[src/rtl/fetch_stage.sv]
// fetch_stage: MIPS IF stage with single-outstanding imem fetch and IF/ISS pipe register
module fetch_stage #(
   parameter logic [31:0] RESET_PC  = 32'h0000_0000,
   parameter logic [31:0] NOP_INSTR = 32'h0000_0000
) (
   input  logic        clk,
   input  logic        reset,
   input  logic        stall_fetch_i,
   input  logic        flush_iss_i,
   input  logic        branch_taken_i,
   input  logic [31:0] branch_target_i,
   input  logic        jump_i,
   input  logic [31:0] jump_target_i,
   output logic        imem_req_o,
   output logic [31:0] imem_addr_o,
   input  logic        imem_ready_i,
   input  logic        imem_rvalid_i,
   input  logic [31:0] imem_rdata_i,
   output logic [31:0] instr_iss_o,
   output logic [31:0] pc_plus4_iss_o,
   output logic        valid_iss_o
);
   typedef enum logic [1:0] {S_FETCH, S_WAIT, S_HOLD} state_t;
   state_t      r_state, w_state_nxt;
   logic [31:0] r_pc, w_pc_nxt, r_hold_instr, r_hold_pc4, w_del_instr, w_del_pc4;
   logic        r_drop, w_drop_nxt, w_hold_load, w_deliver;
   logic        w_redirect;
   logic [31:0] w_target, w_pc_plus4;
   assign w_redirect  = branch_taken_i | jump_i;
   assign w_target    = branch_taken_i ? branch_target_i : jump_target_i;
   assign w_pc_plus4  = r_pc + 32'd4;
   assign imem_req_o  = (r_state == S_FETCH);
   assign imem_addr_o = {r_pc[31:2], 2'b00};
   // next-state, next-pc and delivery selection for the fetch FSM
   always_comb begin
      w_state_nxt = r_state;
      w_pc_nxt    = r_pc;
      w_drop_nxt  = r_drop;
      w_hold_load = 1'b0;
      w_deliver   = 1'b0;
      w_del_instr = r_hold_instr;
      w_del_pc4   = r_hold_pc4;
      case (r_state)
         S_FETCH: begin
            if (w_redirect) w_pc_nxt = w_target;
            if (imem_ready_i) begin
               w_state_nxt = S_WAIT;
               w_drop_nxt  = w_redirect;
            end
         end
         S_WAIT: begin
            if (imem_rvalid_i) begin
               w_state_nxt = S_FETCH;
               w_drop_nxt  = 1'b0;
               if (w_redirect) w_pc_nxt = w_target;
               else if (!r_drop) begin
                  if (!stall_fetch_i) begin
                     w_deliver   = 1'b1;
                     w_del_instr = imem_rdata_i;
                     w_del_pc4   = w_pc_plus4;
                     w_pc_nxt    = w_pc_plus4;
                  end else begin
                     w_hold_load = 1'b1;
                     w_state_nxt = S_HOLD;
                  end
               end
            end else if (w_redirect) begin
               w_pc_nxt   = w_target;
               w_drop_nxt = 1'b1;
            end
         end
         S_HOLD: begin
            if (w_redirect) begin
               w_pc_nxt    = w_target;
               w_state_nxt = S_FETCH;
            end else if (!stall_fetch_i) begin
               w_deliver   = 1'b1;
               w_pc_nxt    = w_pc_plus4;
               w_state_nxt = S_FETCH;
            end
         end
         default: w_state_nxt = S_FETCH;
      endcase
   end
   // FSM, PC, drop flag and hold buffer registers
   always_ff @(posedge clk) begin
      if (reset) begin
         r_state      <= S_FETCH;
         r_pc         <= RESET_PC;
         r_drop       <= 1'b0;
         r_hold_instr <= 32'd0;
         r_hold_pc4   <= 32'd0;
      end else begin
         r_state <= w_state_nxt;
         r_pc    <= w_pc_nxt;
         r_drop  <= w_drop_nxt;
         if (w_hold_load) begin
            r_hold_instr <= imem_rdata_i;
            r_hold_pc4   <= w_pc_plus4;
         end
      end
   end
   // IF/ISS pipe register: flush beats stall beats new instruction beats bubble
   always_ff @(posedge clk) begin
      if (reset) begin
         instr_iss_o    <= NOP_INSTR;
         pc_plus4_iss_o <= 32'd0;
         valid_iss_o    <= 1'b0;
      end else if (flush_iss_i) begin
         instr_iss_o <= NOP_INSTR;
         valid_iss_o <= 1'b0;
      end else if (stall_fetch_i) begin
         instr_iss_o <= instr_iss_o;
      end else if (w_deliver) begin
         instr_iss_o    <= w_del_instr;
         pc_plus4_iss_o <= w_del_pc4;
         valid_iss_o    <= 1'b1;
      end else begin
         instr_iss_o <= NOP_INSTR;
         valid_iss_o <= 1'b0;
      end
   end
endmodule

[config.mk]
export PLATFORM = sky130hd
export DESIGN_NAME = fetch_stage
export DESIGN_NICKNAME = d
export VERILOG_FILES = /design/src/rtl/fetch_stage.sv
export SDC_FILE = /design/constraint.sdc
export NUM_CORES = 1
export LEC_CHECK = 0
export ABC_AREA = 1
export CAP_MARGIN = 20
export CELL_PAD_IN_SITES_DETAIL_PLACEMENT = 0
export CELL_PAD_IN_SITES_GLOBAL_PLACEMENT = 1
export CORE_MARGIN = 3
export CORE_UTILIZATION = 25
export DETAILED_ROUTE_END_ITERATION = 10
export PLACE_DENSITY_LB_ADDON = 0.1
export SLEW_MARGIN = 20
export SYNTH_ARGS = -nofsm -noshare
export SYNTH_HDL_FRONTEND = slang
export SYNTH_SLANG_ARGS = --single-unit
[constraint.sdc]
create_clock -name clk -period 2.3 [get_ports clk]
set_input_delay 0.69 -clock clk [delete_from_list [all_inputs] [get_ports clk]]
set_output_delay 0.69 -clock clk [all_outputs]
set_load 0.01 [all_outputs]
Word level (Yosys, flattened, before mapping)
Index checks and enable logic that the tools add are counted.
{"block": "op_classes", "n_reduce_logical": 8, "n_bitwise": 3, "div_mod_pow": 0, "mul": 0, "n_lt_le_gt_ge": 0, "n_eq_ne": 7, "shifts": 0, "add_sub_neg": 1, "muxes": 41}
{"cell": "32-bit 2-to-1 mux", "count": 16}
{"cell": "32-bit case mux with 3 select lines", "count": 1}
{"cell": "32-bit by 3-bit adder with 32-bit output, second input constant", "count": 1}
{"cell": "1-bit 2-to-1 mux", "count": 14}
{"cell": "2-bit 2-to-1 mux", "count": 7}
{"cell": "3-bit AND reduction", "count": 3}
{"cell": "3-bit inequality test, second input constant", "count": 2}
{"cell": "2-bit case mux with 3 select lines", "count": 1}
{"cell": "4-bit inequality test, second input constant", "count": 1}
{"cell": "1-bit case mux with 2 select lines", "count": 2}
{"cell": "3-bit nonzero test", "count": 1}
{"cell": "2-bit by 1-bit == test with 1-bit output, second input constant", "count": 1}
{"cell": "2-bit == test, second input constant", "count": 1}
{"cell": "2-bit logical NOT", "count": 1}
{"cell": "2-bit by 1-bit inequality test with 1-bit output, second input constant", "count": 1}
{"cell": "2-bit inequality test, second input constant", "count": 1}
{"cell": "1-bit NOT", "count": 2}
{"cell": "2-bit AND reduction", "count": 1}
{"cell": "2-bit nonzero test", "count": 1}
{"cell": "2-bit OR reduction", "count": 1}
{"cell": "1-bit bitwise OR", "count": 1}
{"block": "word_totals", "register_bits": 164, "in_bits": 104, "wordCells": 68, "romBits": 0, "ramBits": 0, "memories": 0, "latch_bits": 0, "out_inout_bits": 98}

Longest topological paths before layout
{"block": "depth", "depth_word": 6, "mapped_depth": 13, "mapped_depth_nobuf": 13}

Least setup slack after synthesis
Ideal clock, no wire load.
{"block": "synth_path", "path_kind": "input to register", "startpoint": "input port stall_fetch_i", "endpoint": "register pc_plus4_iss_o[30]", "path_buffers": 3, "t_required_ps": 2230, "path_stages": 10, "arrival_ps": 1857, "path_slack_ps": 373, "setup_time_ps": 70, "path_cell_list": "buf_2 nor2_8 inv_2 nor3_4 nand2_2 inv_2 buf_6 buf_6 o21ai_1 a21oi_1"}
{"block": "synth_via", "elab_chain_len": 6, "word_cells_on_any_way": 8, "cone_classes": "6 x mux; 1 x bitwise; 1 x reduce/logical"}
{"item": "start, declared", "line": "8", "source": "input logic stall_fetch_i,"}
{"item": "1-bit 2-to-1 mux", "line": "57, 76"}
{"item": "1-bit 2-to-1 mux", "line": "56", "source": "else if (!r_drop) begin"}
{"item": "1-bit 2-to-1 mux", "line": "55", "source": "if (w_redirect) w_pc_nxt = w_target;"}
{"item": "1-bit 2-to-1 mux", "line": "52", "source": "if (imem_rvalid_i) begin"}
{"item": "1-bit case mux with 2 select lines", "line": "43", "source": "case (r_state)"}
{"item": "3-bit AND reduction (no source line) *"}
{"item": "end signal, assigned", "line": "116", "source": "pc_plus4_iss_o <= w_del_pc4;"}
{"item": "end, declared", "line": "20", "source": "output logic [31:0] pc_plus4_iss_o,"}
Mark *: on every way between the ends. The rest lies on a longest branch, timed or not.
A chain may end at the register's enable or synchronous reset.

Worst setup path in the final report
{"block": "layout_path", "startpoint": "register r_pc[8]", "endpoint": "output port imem_addr_o[8]"}
{"item": "start, declared", "line": "25", "source": "logic [31:0] r_pc, w_pc_nxt, r_hold_instr, r_hold_pc4, w_del_instr, w_del_pc4;"}
{"item": "start signal, assigned", "line": "95", "source": "r_pc <= w_pc_nxt;"}
{"item": "end, declared", "line": "15", "source": "output logic [31:0] imem_addr_o,"}
No word-level cell between the ends.

==> results.ini <==
[drt]
postRouteAntennaNets=0
drt_iter0_drc=507
wl_microns=32220
drcViolationCount=0
vias=9022
first_pass_iters=5
drt-wirelength-per-cell_microns=16.35
via_per_inst=4.577

[synth]
synth_async_sr_flop_share=0
synth-seq-cells=164
synth_xor_area_frac=0.01332
synth_area_sq_mm=0.008549
synthFlopType=dfxtp_1
ys_types=35
yosys.area_share.simple=0.2567
syn_inst=1322
syn_avg_cell_area_sq_um=6.467
synth.area.mux_share=0
seq_area_frac_synth=0.3840
synth_area_leaders=dfxtp_1 38%, nand2_1 15%, a21oi_1 10%
synthAdderAreaFrac=0.007317
synth_area_leader_cell=dfxtp_1
yosys.area.top_type_share=0.3840
synth_top_family_by_area=simple AND/OR/NAND/NOR gates
ys_warn_count=0
synth_edf_count=0
yosys-top-cells-count=340 x nand2_1, 193 x nor2_1, 176 x a21oi_1
synth_compound_area_frac=0.2331
synth.most_common_cell=nand2_1

[setup_path]
worst-setup-path-type=flop to primary output
r2r-start=r_pc[2]
worst-path-buf-inv=1
critPathLaunch=r_pc[8]
max_stage_delay_ns=0.62
critPathTopFamily=buffers and inverters
crit_chain=clkdlybuf4s50_1
endpoint_kind=primary output
critPathMaxFanout=5
critPathRequiredTime_ns=1.61
cp_slowest_cell=clkdlybuf4s50_1
crit_arrival_ns=1.54
cp-start-kind=flop

[clocking]
cts_tree=done
cts_buffer_depth=2
clock_latency_ns=0.43
cts.clk_slew.worst_paths_ns=0.07
cts-root-buf=clkbuf_16
cts_max_level=4
cts_setup_buffers=0
cts_sinks=164
hold_buffers=0
cts_resized=4
cts_buffers=17

[global_routing]
grt_max_degree=58
grt_pass1_wl_microns=50040
grt_usage=0.1753
antenna_found_initial=0
grt_pass1_vias=8818
overflow=0

[timing]
finalSetupTns_ns=0
period_share=0.9684
worst_pin_slew_ns=0.7683
finalSetupViolations=0
slew_headroom=0.4878
min_period_ns=2.227
fin_skew_ns=0.01301
hold_viol=0
fmax_mhz=449.0
drv_slew=0

[placement]
dpl.hpwl_microns=23200
place_area_sq_mm=0.01141
gp_congestion=0.8132
port_buffers=199

[floorplanning]
rows=67
die_area_sq_mm=0.03645
core_area_sq_mm=0.03362
die_h_microns=190.9
io_pins=202
start_util=0.2543
die_x_microns=190.9

[layout]
nets=1620
postLayoutCellArea_sq_mm=0.01199
area_growth_pct=40.20
multi_input_area_sq_mm=0.004389
regArea_sq_mm=0.003287
insertedDiodeCount=0
drive_gt1_frac=0.08798
n_fill_cell=3651
utilization=0.3566

[worst_hold_path]
min_from=r_hold_pc4[2]
hp-class=flop to flop

[run]
max_cap_violations=0

[status]
status=complete, no violations

[pwr]
irDropWorstVdd_v=0.0005299
leakage_uw=0.004541
report.power.total_uw=8552
p_per_area_mw_per_mm2=713.5

## registers in the layout (all words and copies together), names as in the netlist
| register | flops |
|---|---|
| valid_iss_o | 1 |
| r_state | 2 |
| r_drop | 1 |
| r_hold_pc4 | 32 |
| r_hold_instr | 32 |
| instr_iss_o | 32 |
| pc_plus4_iss_o | 32 |
| r_pc | 32 |
## worst register-to-register path: stages (launching register included)
cell and delay (ns):
dfxtp_1 0.39, ha_1 0.20, inv_1 0.06, nor2_1 0.22, nand2_1 0.23, o21ai_0 0.21
nand2_1 0.17, o21ai_0 0.21, nand2_1 0.08, nand2_1 0.06, a21oi_1 0.05
## through the flow
step / hold slack (ns) / worst slack (ns) / instances
3_5_place_dp: 0.4472 / -0.1987 / 1940
6_report: 0.4515 / 0.07272 / 1971
2_1_floorplan: 0.4237 / 0.3735 / 1323
4_1_cts: 0.4569 / 0.03224 / 1971
5_1_grt: 0.4741 / -0.006665 / 1971
3_3_place_gp: 0.4345 / -0.1903 / 1940
## layout make-up
cell class | count | area share
Clock buffer | 19 | 0.03779
Inverter | 87 | 0.02724
Tap cell | 448 | 0.04676
Sequential cell | 164 | 0.2742
Clock inverter | 12 | 0.01002
Multi-Input combinational cell | 960 | 0.3662
Timing Repair Buffer | 281 | 0.2378
## path summary, 6_finish.rpt
kind                                       end  slack (ns)  cells past startpoint
worst min register to register   r_hold_pc4[2]        0.45                      2
worst max register to register        r_pc[14]        0.27                     10
worst max-delay path            imem_addr_o[8]        0.07                      1
worst min-delay path             r_hold_pc4[2]        0.45                      2
## cells by family (layout without fill, tap and decap cells)
kind of cell / Yosys count / in the layout
xor+xnor: 13 / 13
buf+inv: 199 / 399
other cells: 1 / 2
flops: 164 / 164
fa+ha+maj: 5 / 5
simple gates: 564 / 564
compound gates: 376 / 376
## power breakdown
part | switching [uW] | leakage (uW) | total (uW) | internal, uW
sequential | 267 | 0.00133 | 3290 | 3030
clock | 1290 | 0.000282 | 2860 | 1560
combinational | 1350 | 0.00293 | 2400 | 1060
## metal layers
| metal | share of wire | track usage |
|---|---|---|
| met2 | 0.43 | 0.2686 |
| met5 | 0 | 0 |
| met1 | 0.51 | 0.2577 |
| met3 | 0.046 | 0.02622 |
| met4 | 0.012 | 0.04290 |
## placed cells by master (no fill, tap or decap), types with 2 or more instances in the layout
| cell | synthesis | routed |
|---|---|---|
| clkinv_2 | 0 | 2 |
| clkdlybuf4s50_1 | 0 | 196 |
| nor2_4 | 0 | 2 |
| o221ai_1 | 7 | 7 |
| a221oi_1 | 2 | 2 |
| inv_6 | 0 | 3 |
| clkbuf_8 | 0 | 2 |
| buf_12 | 0 | 20 |
| dfxtp_1 | 164 | 161 |
| a31oi_1 | 9 | 9 |
| a211oi_1 | 7 | 7 |
| o22ai_1 | 22 | 22 |
| conb_1 | 1 | 2 |
| or2_2 | 3 | 3 |
| o211ai_1 | 2 | 2 |
| dfxtp_2 | 0 | 3 |
| clkinv_4 | 0 | 4 |
| dlygate4sd2_1 | 0 | 2 |
| o21ai_0 | 143 | 143 |
| ha_1 | 5 | 5 |
| buf_4 | 32 | 62 |
| inv_1 | 80 | 79 |
| nor2_1 | 193 | 190 |
| nand2_1 | 340 | 340 |
| o22a_1 | 3 | 3 |
| o21ai_1 | 3 | 3 |
| clkbuf_16 | 0 | 17 |
| nand3_1 | 22 | 22 |
| xor2_1 | 12 | 12 |
| inv_2 | 6 | 7 |
| a21oi_1 | 176 | 176 |
Power figures use the tool's default switching activity.
